==> src/rtl/branch_ctrl.sv <==
// ============================================================================
// Module      : branch_ctrl
// Description : Branch resolution and pipeline-redirect controller with
//               predict-not-taken, timed IF/ID and ID/EX flush, and
//               saturating branch/taken statistics counters.
// Revision    : 1.0 - initial release
// ============================================================================
`default_nettype none

module branch_ctrl #(
    parameter int PC_W         = 16,
    parameter int FLUSH_CYCLES = 2,
    parameter int CNT_W        = 16
) (
    input  logic             clk,
    input  logic             rst,
    input  logic             ex_valid,
    input  logic [4:0]       ex_op,
    input  logic             ex_zero,
    input  logic             ex_ltz,
    input  logic [PC_W-1:0]  ex_target,
    input  logic             stall,
    input  logic             clr_cnt,
    output logic             redirect,
    output logic [PC_W-1:0]  redirect_pc,
    output logic             flush_ifid,
    output logic             flush_idex,
    output logic             busy,
    output logic [CNT_W-1:0] br_cnt,
    output logic [CNT_W-1:0] taken_cnt
);

    localparam logic [0:0] c_idle  = 1'b0;
    localparam logic [0:0] c_flush = 1'b1;

    localparam int                  c_fcnt_w    = 3;
    localparam logic [c_fcnt_w-1:0] c_fcnt_init = c_fcnt_w'(FLUSH_CYCLES - 1);

    localparam logic [4:0] c_op_beqz = 5'b01100;
    localparam logic [4:0] c_op_bnez = 5'b01101;
    localparam logic [4:0] c_op_bgez = 5'b01110;
    localparam logic [4:0] c_op_bltz = 5'b01111;

    logic [0:0]          r_state;
    logic [0:0]          w_state_nxt;
    logic [c_fcnt_w-1:0] r_fcnt;
    logic [c_fcnt_w-1:0] w_fcnt_nxt;

    logic                w_is_branch;
    logic                w_taken;
    logic                w_accept;

    logic                r_redirect;
    logic                w_redirect_nxt;
    logic [PC_W-1:0]     r_redirect_pc;
    logic [PC_W-1:0]     w_redirect_pc_nxt;
    logic                r_flush;
    logic                w_flush_nxt;
    logic [CNT_W-1:0]    r_br_cnt;
    logic [CNT_W-1:0]    r_taken_cnt;

    // Branch decision from the ALU flags
    always_comb begin
        w_is_branch = 1'b0;
        w_taken     = 1'b0;
        case (ex_op)
            c_op_beqz: begin
                w_is_branch = 1'b1;
                w_taken     = ex_zero;
            end
            c_op_bnez: begin
                w_is_branch = 1'b1;
                w_taken     = !ex_zero;
            end
            c_op_bgez: begin
                w_is_branch = 1'b1;
                w_taken     = !ex_ltz || ex_zero;
            end
            c_op_bltz: begin
                w_is_branch = 1'b1;
                w_taken     = ex_ltz && !ex_zero;
            end
            default: begin
                w_is_branch = 1'b0;
                w_taken     = 1'b0;
            end
        endcase
    end

    assign w_accept = ex_valid && w_is_branch && !stall && (r_state == c_idle);

    // State and registered outputs
    always_ff @(posedge clk or posedge rst) begin
        if (rst) begin
            r_state       <= c_idle;
            r_fcnt        <= '0;
            r_redirect    <= 1'b0;
            r_redirect_pc <= '0;
            r_flush       <= 1'b0;
        end else begin
            r_state       <= w_state_nxt;
            r_fcnt        <= w_fcnt_nxt;
            r_redirect    <= w_redirect_nxt;
            r_redirect_pc <= w_redirect_pc_nxt;
            r_flush       <= w_flush_nxt;
        end
    end

    always_comb begin
        w_state_nxt = r_state;
        w_fcnt_nxt  = r_fcnt;
        if (!stall) begin
            case (r_state)
                c_idle: begin
                    if (w_accept && w_taken) begin
                        w_state_nxt = c_flush;
                        w_fcnt_nxt  = c_fcnt_init;
                    end
                end
                c_flush: begin
                    if (r_fcnt == '0) begin
                        w_state_nxt = c_idle;
                    end else begin
                        w_fcnt_nxt = r_fcnt - 1'b1;
                    end
                end
                default: begin
                    w_state_nxt = c_idle;
                    w_fcnt_nxt  = '0;
                end
            endcase
        end
    end

    // Redirect pulses only on entry to FLUSH; flushes span the whole FLUSH
    always_comb begin
        w_redirect_nxt    = r_redirect;
        w_redirect_pc_nxt = r_redirect_pc;
        w_flush_nxt       = r_flush;
        if (!stall) begin
            case (r_state)
                c_idle: begin
                    w_redirect_nxt = 1'b0;
                    w_flush_nxt    = 1'b0;
                    if (w_accept && w_taken) begin
                        w_redirect_nxt    = 1'b1;
                        w_redirect_pc_nxt = ex_target;
                        w_flush_nxt       = 1'b1;
                    end
                end
                c_flush: begin
                    w_redirect_nxt = 1'b0;
                    if (r_fcnt == '0) begin
                        w_flush_nxt = 1'b0;
                    end
                end
                default: begin
                    w_redirect_nxt = 1'b0;
                    w_flush_nxt    = 1'b0;
                end
            endcase
        end
    end

    // Statistics counters: clear wins over a same-cycle increment
    always_ff @(posedge clk or posedge rst) begin
        if (rst) begin
            r_br_cnt    <= '0;
            r_taken_cnt <= '0;
        end else if (clr_cnt) begin
            r_br_cnt    <= '0;
            r_taken_cnt <= '0;
        end else if (w_accept) begin
            if (r_br_cnt != '1) begin
                r_br_cnt <= r_br_cnt + 1'b1;
            end
            if (w_taken && (r_taken_cnt != '1)) begin
                r_taken_cnt <= r_taken_cnt + 1'b1;
            end
        end
    end

    assign redirect    = r_redirect;
    assign redirect_pc = r_redirect_pc;
    assign flush_ifid  = r_flush;
    assign flush_idex  = r_flush;
    assign busy        = (r_state == c_flush);
    assign br_cnt      = r_br_cnt;
    assign taken_cnt   = r_taken_cnt;

endmodule

`default_nettype wire

==> config.mk <==
export PLATFORM = sky130hd
export DESIGN_NAME = branch_ctrl
export DESIGN_NICKNAME = d
export VERILOG_FILES = /design/src/rtl/branch_ctrl.sv
export SDC_FILE = /design/constraint.sdc
export NUM_CORES = 1
export LEC_CHECK = 0
export CAP_MARGIN = 20
export CORE_MARGIN = 2
export CORE_UTILIZATION = 40
export DETAILED_ROUTE_END_ITERATION = 12
export PLACE_DENSITY = 0.7
export SETUP_SLACK_MARGIN = 0.4
export SLEW_MARGIN = 30
export SYNTH_ARGS = -nofsm -noshare
export SYNTH_HDL_FRONTEND = slang
export SYNTH_SLANG_ARGS = --single-unit
==> constraint.sdc <==
create_clock -name clk -period 5 [get_ports clk]
set_clock_uncertainty 0.1 [all_clocks]
set_input_delay 1 -clock clk [delete_from_list [all_inputs] [get_ports clk]]
set_output_delay 1 -clock clk [all_outputs]
set_load 0.05 [all_outputs]
==> impl_metrics.tcl <==
set metrics [dict create \
    die_y_um 86.2 \
    power_density_mw_per_mm2 316 \
    core_area_mm2 0.00642 \
    rr_endpoint "taken_cnt[3]$_DFFE_PP0P_" \
    rows 29 \
    hold_depth 2 \
    critPathArrivalTime_ns 3.36 \
    n_fill_cell 580 \
    clockRootBuffer "clkbuf_8" \
    intPower_w 0.000758 \
    swShare 0.347 \
    crit_buf_inv 1 \
    die_w_um 86.2 \
    finalCriticalPeriod_ns 3.26 \
    postSynthCellCount 288 \
    grt_overflow 0 \
    drive_gt1_frac 0.0574 \
    viasPerCell 5.28 \
    dr.pass1.iters 4 \
    maxSlewViolCount 0 \
    syn_area_mm2 0.00270 \
    p_seq_frac 0.450 \
    layout_commonest_cell "clkdlybuf4s50_1" \
    maxCapViolCount 0 \
    slowest_delay_ns 0.52 \
    p_sw_w 0.000402 \
    max_clock_freq_ghz 0.307 \
    syn_avg_cell_area_um2 9.38 \
    leakagePower_nw 1.55 \
    rsz0062_at_grt "false" \
    cts_sinks 54 \
    worstSetupPathType "primary input to flip-flop" \
    grt_max_degree 55 \
    diodes 0 \
    hold_start "redirect_pc[3]$_DFFE_PP0P_" \
    numCtsBuffers 5 \
    start_util 0.420 \
    post_cts_buffers 0 \
    crit_family "simple AND/OR/NAND/NOR gates" \
    dieArea_mm2 0.00742 \
    tightest_slew_ns 0.987 \
    grt_usage 0.176 \
    min_path_type "flip-flop to flip-flop" \
    wire_per_inst_um 14.0 \
    async_flop_share 1.00 \
    finalHoldViolCount 0 \
    finalCritPeriodShare 0.651 \
    finalNonFillerCells 443 \
    dp_cells 435 \
    gp_congestion 0.759 \
    synthDistinctLibCells 46 \
    synth_ff_type "dfrtp_1" \
    post-dp-hpwl_mm 4.34 \
    min_to "redirect_pc[3]$_DFFE_PP0P_" \
    insertion_delay_ns 0.32 \
    synthesis.nets 320 \
    cts_buffer_depth 2 \
    wirelength_mm 6.18 \
    tns_ns 0 \
    path_max_fanout 35 \
    area_growth_syn_to_layout_pct 36.1 \
    drt-initial-drc-count 107 \
    placed_area_mm2 0.00354 \
    port_buffers 79 \
    path_cells "clkdlybuf4s50_1 -> nor4b_4 -> nand3_2 -> a21o_2 -> nor4b_1 -> mux2_2" \
    vias 2339 \
    status "finished, final reports clean" \
    htree_levels 2 \
    worstSetupStartpointType "primary input" \
    vdd_drop_max_mv 0.244 \
    ant_nets 0 \
    seq_area_frac_synth 0.500 \
    boundaryPins 80 \
    layout.nets 397 \
    ys_seq_elements 54 \
    max_slew_margin 0.336 \
    r2r-start "busy$_DFFE_PP0N_" \
    combPwrFrac 0.286 \
    finalSetupViolations 0 \
    fin_ws_ns 1.74 \
    antenna_found_initial 0 \
    final_area_mm2 0.00367 \
    required_ns 5.11 \
    yosys_warnings 0 \
    endpoint_kind "flip-flop" \
    cts_tree "done" \
    first_global_vias 2206 \
    dp_slack_ns 1.41 \
    postCtsResizedCells 0 \
    holdWs_ns 0.384 \
    slowest_stage "clkdlybuf4s50_1" \
    grt_pass1_wl_mm 10.3 \
    final_cell_mix "clkdlybuf4s50_1 (78), nand2_1 (65), dfrtp_1 (54)" \
    clkSlewWorstSetupHoldPaths_ns 0.10 \
    reg2regPathDepth 5 \
    reg2reg_slack_ns 2.48 \
    synth_edf_count 0 \
    drcViolationCount 0 \
    hold_buffers 0 \
    power_frac_clock 0.264 \
]
-- metrics by stage --
stage,utilization,power (W)
CTS,0.570,0.00117
detailed placement,0.552,0.000862
global route,0.572,0.00122
floorplan,-,0.000737
finish,0.572,0.00116
global placement,0.553,0.000857
-- synthesized netlist by cell type (2+ instances only) --
| master | number | share of area |
|---|---|---|
| inv_1 | 9 | 0.013 |
| a21oi_1 | 15 | 0.028 |
| nor2b_1 | 5 | 0.012 |
| nand4_1 | 5 | 0.012 |
| or3_1 | 6 | 0.014 |
| mux2i_1 | 2 | 0.0074 |
| buf_4 | 3 | 0.0083 |
| o21ai_0 | 7 | 0.013 |
| or4_1 | 6 | 0.017 |
| o211a_1 | 2 | 0.0074 |
| o31ai_1 | 7 | 0.019 |
| and2_1 | 2 | 0.0046 |
| clkbuf_1 | 7 | 0.0097 |
| mux2_2 | 3 | 0.013 |
| nand2_1 | 65 | 0.090 |
| nor2_1 | 19 | 0.026 |
| o22a_1 | 2 | 0.0065 |
| dfrtp_1 | 54 | 0.50 |
| nor3_1 | 9 | 0.017 |
| nor4_1 | 5 | 0.012 |
| nand3_1 | 11 | 0.020 |
| xnor2_1 | 11 | 0.036 |
| and4_1 | 3 | 0.0097 |
| ha_1 | 4 | 0.019 |
| and3_1 | 5 | 0.012 |
-- registers in the layout (all words and copies together) (netlist names) --
name	count
r_fcnt	3
br_cnt	16
redirect_pc	16
busy	1
flush_idex	1
redirect	1
taken_cnt	16
-- final cells by class --
class / instances / area [µm²] / area share
inverters: 9 / 33.8 / 0.00919
repair buffers: 80 / 793 / 0.216
clock inverters: 3 / 47.5 / 0.0129
clock buffers: 5 / 68.8 / 0.0187
flip-flops and latches: 54 / 1350 / 0.368
multi-input cells: 215 / 1280 / 0.349
well taps: 77 / 96.3 / 0.0262
-- power groups by stage --
stage | Combinational [W] | Sequential (W) | Clock (W)
2_1_floorplan | 0.0000815 | 0.000656 | 0
5_1_grt | 0.000355 | 0.000529 | 0.000334
4_1_cts | 0.000335 | 0.000522 | 0.000313
3_5_place_dp | 0.000334 | 0.000528 | 0
6_report | 0.000332 | 0.000522 | 0.000306
3_3_place_gp | 0.000329 | 0.000528 | 0
-- per-layer routing --
| layer | vias to the layer above | wire [µm] | GRT usage |
|---|---|---|---|
| li1 | 1170 | - | - |
| met3 | 7 | 250 | 0.0395 |
| met1 | 1107 | 2850 | 0.227 |
| met2 | 55 | 3010 | 0.294 |
| met4 | 0 | 78 | 0.0548 |
| met5 | - | 0 | 0 |
-- worst max-delay path by stage --
stage | depth (start not counted) | endpoint | startpoint | slack (ns)
floorplan | 5 | taken_cnt[13]$_DFFE_PP0P_ | ex_op[1] | 2.22
global placement | 6 | taken_cnt[14]$_DFFE_PP0P_ | stall | 1.51
detailed placement | 6 | r_fcnt[0]$_DFFE_PP0P_ | stall | 1.41
CTS | 6 | r_fcnt[0]$_DFFE_PP0P_ | stall | 1.74
global route | 6 | taken_cnt[3]$_DFFE_PP0P_ | stall | 1.54
finish | 6 | taken_cnt[3]$_DFFE_PP0P_ | stall | 1.74
-- kinds of logic (layout without fill, tap and decap cells) --
group | count (synthesis) | after routing | share of synthesized area
buf+inv | 19 | 97 | 0.0306
simple gates | 152 | 152 | 0.290
mux | 5 | 5 | 0.0199
flops | 54 | 54 | 0.500
xor+xnor | 12 | 12 | 0.0389
fa+ha+maj | 4 | 4 | 0.0185
compound gates | 42 | 42 | 0.101
-- worst reg2reg max path, cell delays in order (launching register included) --
cell and delay, ns:
dfrtp_1 0.50, nor4b_4 0.38, nand3_2 0.20, a21o_2 0.44, nor4b_1 0.42, mux2_2 0.37
Note: power is estimated with default switching activity, not from simulation.
